<file path="src/rtl/dmem_priv_bus_seq.sv">
// Data-memory private-bus sequencer.
// Takes one DCache request (optional write phase followed by optional read phase),
// splits each phase into BUS_W-wide beats on the private bus, collects read data and
// reports per-phase completion. A per-beat WAIT timeout forces an error termination.
//
// Ports:
//   clk, rst_n            clock, asynchronous active-low reset
//   req_*                 request from DCache, sampled only when idle
//   read_abort            cancels the pending or ongoing read phase
//   full_start_in/_out    full-bus burst start, passed only while idle and not requesting
//   busy                  sequencer not idle
//   wr_done/rd_done/err   phase completion pulses, err qualifies them
//   rd_data               assembled read data
//   bus_*                 private-bus beat interface
module dmem_priv_bus_seq #(
    parameter int unsigned BUS_W     = 32,
    parameter int unsigned ADDR_W    = 32,
    parameter int unsigned MAX_BEATS = 2,
    parameter int unsigned TIMEOUT   = 255
) (
    input  logic                         clk,
    input  logic                         rst_n,
    input  logic                         req_valid,
    input  logic                         req_write,
    input  logic                         req_read,
    input  logic [$clog2(MAX_BEATS):0]   req_wbeats,
    input  logic [$clog2(MAX_BEATS):0]   req_rbeats,
    input  logic [ADDR_W-1:0]            req_waddr,
    input  logic [ADDR_W-1:0]            req_raddr,
    input  logic [BUS_W*MAX_BEATS-1:0]   req_wdata,
    input  logic                         read_abort,
    input  logic                         full_start_in,
    output logic                         full_start_out,
    output logic                         busy,
    output logic                         wr_done,
    output logic                         rd_done,
    output logic                         err,
    output logic [BUS_W*MAX_BEATS-1:0]   rd_data,
    output logic                         bus_start,
    output logic                         bus_write,
    output logic [ADDR_W-1:0]            bus_addr,
    output logic [BUS_W-1:0]             bus_wdata,
    input  logic                         bus_ack,
    input  logic                         bus_err,
    input  logic [BUS_W-1:0]             bus_rdata
);
    localparam int unsigned CW = $clog2(MAX_BEATS) + 1;
    localparam int unsigned TW = $clog2(TIMEOUT + 1);
    localparam int unsigned DW = BUS_W * MAX_BEATS;

    typedef enum logic [1:0] {StIdle, StIssue, StWait} state_e;

    state_e            r_state, w_state_d;
    logic              r_phase_wr, w_phase_wr_d;
    logic              r_rd_pend, w_rd_pend_d;
    logic              r_abort, w_abort_d;
    logic [CW-1:0]     r_beat, w_beat_d;
    logic [CW-1:0]     r_nbeats, w_nbeats_d;
    logic [CW-1:0]     r_rbeats, w_rbeats_d;
    logic [TW-1:0]     r_tcnt, w_tcnt_d;
    logic [ADDR_W-1:0] r_waddr, w_waddr_d;
    logic [ADDR_W-1:0] r_raddr, w_raddr_d;
    logic [DW-1:0]     r_wdata, w_wdata_d;
    logic [DW-1:0]     r_rd_data, w_rd_data_d;
    logic              r_wr_done, w_wr_done_d;
    logic              r_rd_done, w_rd_done_d;
    logic              r_err, w_err_d;

    logic              w_busy, w_accept, w_tout, w_end, w_fail, w_last, w_rd_killed;
    logic [BUS_W-1:0]  w_bus_wdata;

    assign w_busy      = (r_state != StIdle);
    assign w_accept    = (r_state == StIdle) & req_valid & (req_write | req_read);
    // Final WAIT cycle without an ack counts as an errored ack.
    assign w_tout      = (r_state == StWait) & ~bus_ack & (r_tcnt == TW'(TIMEOUT - 1));
    assign w_end       = (r_state == StWait) & (bus_ack | w_tout);
    assign w_fail      = w_tout | (bus_ack & bus_err);
    assign w_last      = ({1'b0, r_beat} + (CW + 1)'(1)) >= {1'b0, r_nbeats};
    // A registered abort stops the read phase before any further beat is issued.
    assign w_rd_killed = ~r_phase_wr & r_abort;

    always_comb begin
        w_bus_wdata = '0;
        for (int i = 0; i < int'(MAX_BEATS); i++) begin
            if (r_beat == CW'(i)) w_bus_wdata = r_wdata[i*BUS_W +: BUS_W];
        end
    end

    always_comb begin
        w_state_d    = r_state;
        w_phase_wr_d = r_phase_wr;
        w_rd_pend_d  = r_rd_pend;
        w_abort_d    = r_abort | (read_abort & w_busy);
        w_beat_d     = r_beat;
        w_nbeats_d   = r_nbeats;
        w_rbeats_d   = r_rbeats;
        w_tcnt_d     = r_tcnt;
        w_waddr_d    = r_waddr;
        w_raddr_d    = r_raddr;
        w_wdata_d    = r_wdata;
        w_rd_data_d  = r_rd_data;
        w_wr_done_d  = 1'b0;
        w_rd_done_d  = 1'b0;
        w_err_d      = 1'b0;

        unique case (r_state)
            StIdle: begin
                if (w_accept) begin
                    w_phase_wr_d = req_write;
                    w_rd_pend_d  = req_read;
                    w_beat_d     = '0;
                    w_nbeats_d   = req_write ? req_wbeats : req_rbeats;
                    w_rbeats_d   = req_rbeats;
                    w_waddr_d    = req_waddr;
                    w_raddr_d    = req_raddr;
                    w_wdata_d    = req_wdata;
                    w_state_d    = StIssue;
                end
            end
            StIssue: begin
                w_tcnt_d  = '0;
                w_state_d = w_rd_killed ? StIdle : StWait;
            end
            StWait: begin
                if (w_end) begin
                    if (bus_ack & ~r_phase_wr) begin
                        for (int i = 0; i < int'(MAX_BEATS); i++) begin
                            if (r_beat == CW'(i)) w_rd_data_d[i*BUS_W +: BUS_W] = bus_rdata;
                        end
                    end
                    if (w_fail) begin
                        w_state_d = StIdle;
                        if (r_phase_wr) begin
                            // The pending read is reported as failed together with the write.
                            w_wr_done_d = 1'b1;
                            w_err_d     = 1'b1;
                            w_rd_done_d = r_rd_pend & ~r_abort;
                        end else if (~r_abort) begin
                            w_rd_done_d = 1'b1;
                            w_err_d     = 1'b1;
                        end
                    end else if (~w_last) begin
                        w_beat_d  = r_beat + CW'(1);
                        w_state_d = w_rd_killed ? StIdle : StIssue;
                    end else if (r_phase_wr) begin
                        w_wr_done_d = 1'b1;
                        if (r_rd_pend & ~r_abort) begin
                            w_phase_wr_d = 1'b0;
                            w_beat_d     = '0;
                            w_nbeats_d   = r_rbeats;
                            w_state_d    = StIssue;
                        end else begin
                            w_state_d = StIdle;
                        end
                    end else begin
                        w_rd_done_d = ~r_abort;
                        w_state_d   = StIdle;
                    end
                end else begin
                    w_tcnt_d = r_tcnt + TW'(1);
                end
            end
            default: w_state_d = StIdle;
        endcase

        if (w_state_d == StIdle) w_abort_d = 1'b0;
    end

    always_ff @(posedge clk or negedge rst_n) begin
        if (!rst_n) begin
            r_state    <= StIdle;
            r_phase_wr <= 1'b0;
            r_rd_pend  <= 1'b0;
            r_abort    <= 1'b0;
            r_beat     <= '0;
            r_nbeats   <= '0;
            r_rbeats   <= '0;
            r_tcnt     <= '0;
            r_waddr    <= '0;
            r_raddr    <= '0;
            r_wdata    <= '0;
            r_rd_data  <= '0;
            r_wr_done  <= 1'b0;
            r_rd_done  <= 1'b0;
            r_err      <= 1'b0;
        end else begin
            r_state    <= w_state_d;
            r_phase_wr <= w_phase_wr_d;
            r_rd_pend  <= w_rd_pend_d;
            r_abort    <= w_abort_d;
            r_beat     <= w_beat_d;
            r_nbeats   <= w_nbeats_d;
            r_rbeats   <= w_rbeats_d;
            r_tcnt     <= w_tcnt_d;
            r_waddr    <= w_waddr_d;
            r_raddr    <= w_raddr_d;
            r_wdata    <= w_wdata_d;
            r_rd_data  <= w_rd_data_d;
            r_wr_done  <= w_wr_done_d;
            r_rd_done  <= w_rd_done_d;
            r_err      <= w_err_d;
        end
    end

    assign busy           = w_busy;
    assign wr_done        = r_wr_done;
    assign rd_done        = r_rd_done;
    assign err            = r_err;
    assign rd_data        = r_rd_data;
    assign bus_start      = (r_state == StIssue) & ~w_rd_killed;
    assign bus_write      = w_busy & r_phase_wr;
    assign bus_addr       = (r_phase_wr ? r_waddr : r_raddr)
                          + ADDR_W'(r_beat) * ADDR_W'(BUS_W / 8);
    assign bus_wdata      = w_bus_wdata;
    assign full_start_out = full_start_in & ~w_busy & ~(req_valid & (req_write | req_read));

endmodule

</file>
<file path="config.mk">
export PLATFORM = sky130hd
export DESIGN_NAME = dmem_priv_bus_seq
export DESIGN_NICKNAME = d
export VERILOG_FILES = /design/src/rtl/dmem_priv_bus_seq.sv
export SDC_FILE = /design/constraint.sdc
export NUM_CORES = 1
export LEC_CHECK = 0
export CAP_MARGIN = 20
export CORE_ASPECT_RATIO = 0.7
export CORE_MARGIN = 1
export CORE_UTILIZATION = 55
export DETAILED_ROUTE_END_ITERATION = 8
export DONT_BUFFER_PORTS = 1
export PLACE_DENSITY_LB_ADDON = 0.12
export SETUP_SLACK_MARGIN = 0.1
export SLEW_MARGIN = 15
export SYNTH_ARGS = -nofsm -noshare
export SYNTH_HDL_FRONTEND = slang
export SYNTH_SLANG_ARGS = --single-unit
</file>
<file path="constraint.sdc">
create_clock -name clk -period 3.8 [get_ports clk]
set_input_delay 0.57 -clock clk [delete_from_list [all_inputs] [get_ports clk]]
set_output_delay 0.57 -clock clk [all_outputs]
set_load 0.005 [all_outputs]
</file>
==> results by stage <==
Outcome:
- The run finished, with violations left.
- The final reports fail on hold timing.

Drt:
- The via density per instance is 5.66.
- The residual DRC count is 0.
- The remaining number of nets flagged by the antenna check after routing is 0.
- The final route contains 7046 vias.
- The first detailed-routing pass took 5 iterations.
- After detailed routing, the average wire length per cell comes to 19.9 microns.
- The final routed wirelength across all metal layers is 24800 microns.
- The violation count after the first detailed-routing iteration is 581.

Critical path:
- The number of stages on the worst setup path is 8.
- The worst reg2reg path startpoint is r_beat[0]$_DFFE_PN0P_.
- The number of buffers and inverters on the critical path is 1.
- The register-to-register setup slack is 1.37 ns.
- The cell class contributing the biggest share of worst-path delay is simple AND/OR/NAND/NOR gates.
- Measured in cells, the most critical reg-to-reg path has a length of 5.
- The end point of the critical path is bus_addr[30].
- The source of the critical timing path is r_phase_wr$_DFFE_PN0P_.
- The required time reported for the critical path endpoint is 3.23 ns.
- The endpoint identified for the worst register-to-register timing path is rd_done$_DFF_PN0_.
- In this design, the stage delay of the slowest critical-path cell is 0.48 ns.
- The worst setup path is of the register to output port kind.
- At the worst endpoint, the arrival time is 3.01 ns.
- The startpoint kind of the worst setup timing path is a register.
- On the critical path, the stage with the largest delay is an instance of sky130_fd_sc_hd__or3b_4.
- Along the worst path, the maximum fanout reaches 6.
- Walking the worst path, the cells encountered are mux2_2 -> ha_1 -> inv_1 -> fa_2 -> a221o_1 -> or3b_4 -> nor4_4 -> xnor2_1.
- The kind of end point of the critical path is an output port.

Clock network:
- The clock tree from TritonCTS is done.
- The number of buffers inserted during clock tree synthesis is 21.
- The clock transition at the registers of the reported paths is 0.06 ns.
- The number of levels in the clock H-tree is 1.
- Clock tree synthesis selected as its root buffer the cell sky130_fd_sc_hd__clkbuf_16.
- The buffer levels on the longest clock path is 3.
- Clock latency on the worst-skew pair, taken at its later pin, is 0.48 ns.
- Counting every sink on the clock net gives 214.

GRT:
- The first global-routing pass estimated 38200 microns of wire.
- Global routing finished with a remaining overflow of 0.
- The number of antenna violations at the first check in global routing came to 0.
- The via count of the first global-routing pass is 6828.
- Entering global routing, the biggest net connects 215 pins.
- The global router's overall resource usage is 0.265.

Placement:
- The congestion estimate from routability-driven global placement came to 0.894.
- The placement-stage worst setup slack is 0.496 ns.
- The cell area after placement is 10100 sq um.
- In this run the tool buffered the top-level ports with 0 buffer cells.
- The wire-length estimate of the detail-placed layout is 17200 microns.

Floorplan:
- The chip height is 114 microns.
- For this configuration, the core starts out at a cell density of 0.570.
- The overall die width is 162 microns.
- The floorplan step defined a die boundary enclosing 18600 sq um.
- The cell row count is 40.
- The top-level port count is 308.
- The core footprint is 17400 sq um.

STA:
- The clock skew is 0.00729 ns.
- The worst setup slack after layout is 0.217 ns.
- The slew at the pin with the worst max-slew slack is 0.788 ns.
- Final hold analysis gives a worst-case slack of -0.220 ns.
- The smallest clock period supported by the final layout is computed as 3.58 ns.
- The final clock period utilization by the worst path is 0.943.
- Setup violations remaining at the end of the flow were counted as 0.
- Static timing analysis puts the maximum clock frequency at 279 MHz.
- Setup repair after global routing left no endpoint under its margin.
- The headroom to the max-slew limit is 0.472.
- The max-slew violation count is 0.
- The final number of hold-violating endpoints is 214.
- For the final routed database, the setup TNS stands at 0 ns.

Finish:
- The fraction of the core area covered by cells at the end of the flow is 0.621.
- The count of fill cells added during filler insertion is 1488.
- The sequential cells in the finished layout cover a total of 5360 sq um.
- The share of final-layout standard cells stronger than drive strength 1 is 0.123.
- Compared with the post-synthesis result, the final layout area differs by 8.87%.
- The final layout contains 1184 nets.
- The repair_antennas step left the layout with diodes totalling 0.
- The post-layout instance area is 10800 sq um.
- The area of the multi-input gates is 4360 sq um.

Min path:
- The kind of path behind the tightest hold check is input port to asynchronous set/reset pin.

Logic synthesis:
- The share of the synthesized area in the top cell type is 0.541.
- The number of flops mapped to enable cells by yosys is 0.
- The top cell type by total area after synthesis is sky130_fd_sc_hd__dfrtp_1.
- The post-synthesis sequential element count is 214.
- The synthesized netlist cell count is 1021.
- For this run, asynchronously set or reset flops after synthesis account for 1.00.
- By area the synthesized netlist is led by sky130_fd_sc_hd__dfrtp_1, sky130_fd_sc_hd__nand2_1, sky130_fd_sc_hd__mux2_2, sky130_fd_sc_hd__a22o_1, sky130_fd_sc_hd__mux2i_1.
- By count the netlist is led by sky130_fd_sc_hd__nand2_1, sky130_fd_sc_hd__dfrtp_1, sky130_fd_sc_hd__mux2_2.
- sky130_fd_sc_hd__nand2_1 is the most common cell in the netlist.
- The most frequently used flop master after synthesis is sky130_fd_sc_hd__dfrtp_1.
- The share of the yosys chip area belonging to registers is 0.541.
- The number of distinct library cell variants in the gate-level netlist after synthesis is 53.
- The mean instance size in the synthesized netlist is 9.70 sq um.
- For this run, the number of Yosys warnings is 0.
- The number of nets produced by synthesis is 1204.
- The synthesized netlist occupies a cell area of 9900 sq um.

Run:
- The max-capacitance violation count is 0.

Power and ir drop:
- The maximum ir drop on the vdd rail is 0.648 mV.
- The power density over the cells is 849 nW/um^2.
- The static power due to leakage is 5.25 nW.
## final cells by class
type,instances,area share
well taps,231,0.0268
clock buffers,35,0.0592
flip-flops and latches,214,0.497
multi-input cells,745,0.405
repair buffers,9,0.00894
inverters,10,0.00348
## where the power goes
group	switching (mW)	total (mW)	internal [mW]
logic	1.80	3.07	1.27
registers	0.848	4.13	3.28
clock network	0.817	1.95	1.13
total	3.46	9.15	5.69
## logic make-up (layout without fill, tap and decap cells)
family / Yosys count / in the layout / share of synthesized area
adder cells (fa/ha/maj): 10 / 10 / 0.0142
AO/OA/AOI/OAI: 87 / 87 / 0.0638
flip-flops: 214 / 214 / 0.541
XOR/XNOR: 30 / 30 / 0.0265
AND/OR/NAND/NOR: 520 / 520 / 0.221
buffers and inverters: 62 / 54 / 0.0257
multiplexers: 98 / 98 / 0.108
## sequential cells by signal, summed over array words and instances, names as in the netlist
| signal | flops |
|---|---|
| err | 1 |
| r_abort | 1 |
| r_beat | 2 |
| r_nbeats | 2 |
| r_phase_wr | 1 |
| r_raddr | 32 |
| r_rbeats | 2 |
| r_rd_pend | 1 |
| r_state | 2 |
| r_tcnt | 8 |
| r_waddr | 32 |
| r_wdata | 64 |
| rd_data | 64 |
| rd_done | 1 |
| wr_done | 1 |
## routing by layer
layer	vias to the layer above	global-route usage	wire, microns
met1	3398	0.368	10700
met4	0	0.0528	450
met2	273	0.406	11100
li1	3346	-	-
met3	29	0.0916	2580
met5	-	0	0
## worst min-delay path by stage
stage / slack (ns) / to / cells after the start
after floorplan: 0.27 / err$_DFF_PN0_ / 0
after global placement: 0.28 / r_waddr[31]$_DFFE_PN0P_ / 0
after detailed placement: 0.28 / r_waddr[31]$_DFFE_PN0P_ / 0
after CTS: -0.24 / r_waddr[31]$_DFFE_PN0P_ / 0
after global routing: -0.24 / r_waddr[31]$_DFFE_PN0P_ / 0
final: -0.22 / wr_done$_DFF_PN0_ / 0
## per-stage QoR
| stage | total power, mW | cells |
|---|---|---|
| final | 9.15 | 1244 |
| after CTS | 9.20 | 1244 |
| after global routing | 9.79 | 1244 |
| after detailed placement | 7.22 | 1208 |
| after global placement | 7.14 | 1208 |
| after floorplan | 6.33 | 1021 |
## layout by cell type, fill, tap and decap left out, drive strengths merged, types with 2 or more instances in the layout
cell       n
nand3b     3
fa         2
mux2i     26
o21ai     17
and3       2
and4       2
a221oi     2
nand2b     6
mux2      72
or3        2
nor4       6
a2111oi    2
nand3     18
nand4b     2
and2       2
xor2      10
a31oi      6
a22o      32
buf        9
nor2b      6
a21oi     13
nand4     12
ha         8
a21boi     2
nor2      26
nand2    415
o22ai      2
xnor2     20
o21a       2
dfrtp    214
a22oi      2
inv       10
nor3       9
clkbuf    35
nor3b      7
## what timing repair did
| item | CTS | global route |
|---|---|---|
| setup endpoints to repair | 6 | 9 |
| hold endpoints to repair | 214 | 214 |
| buffers inserted | 1 | 0 |
| pin swaps | 0 | 5 |
| resized for setup | 3 | 4 |
No activity file was read; power rests on OpenSTA's default activity.
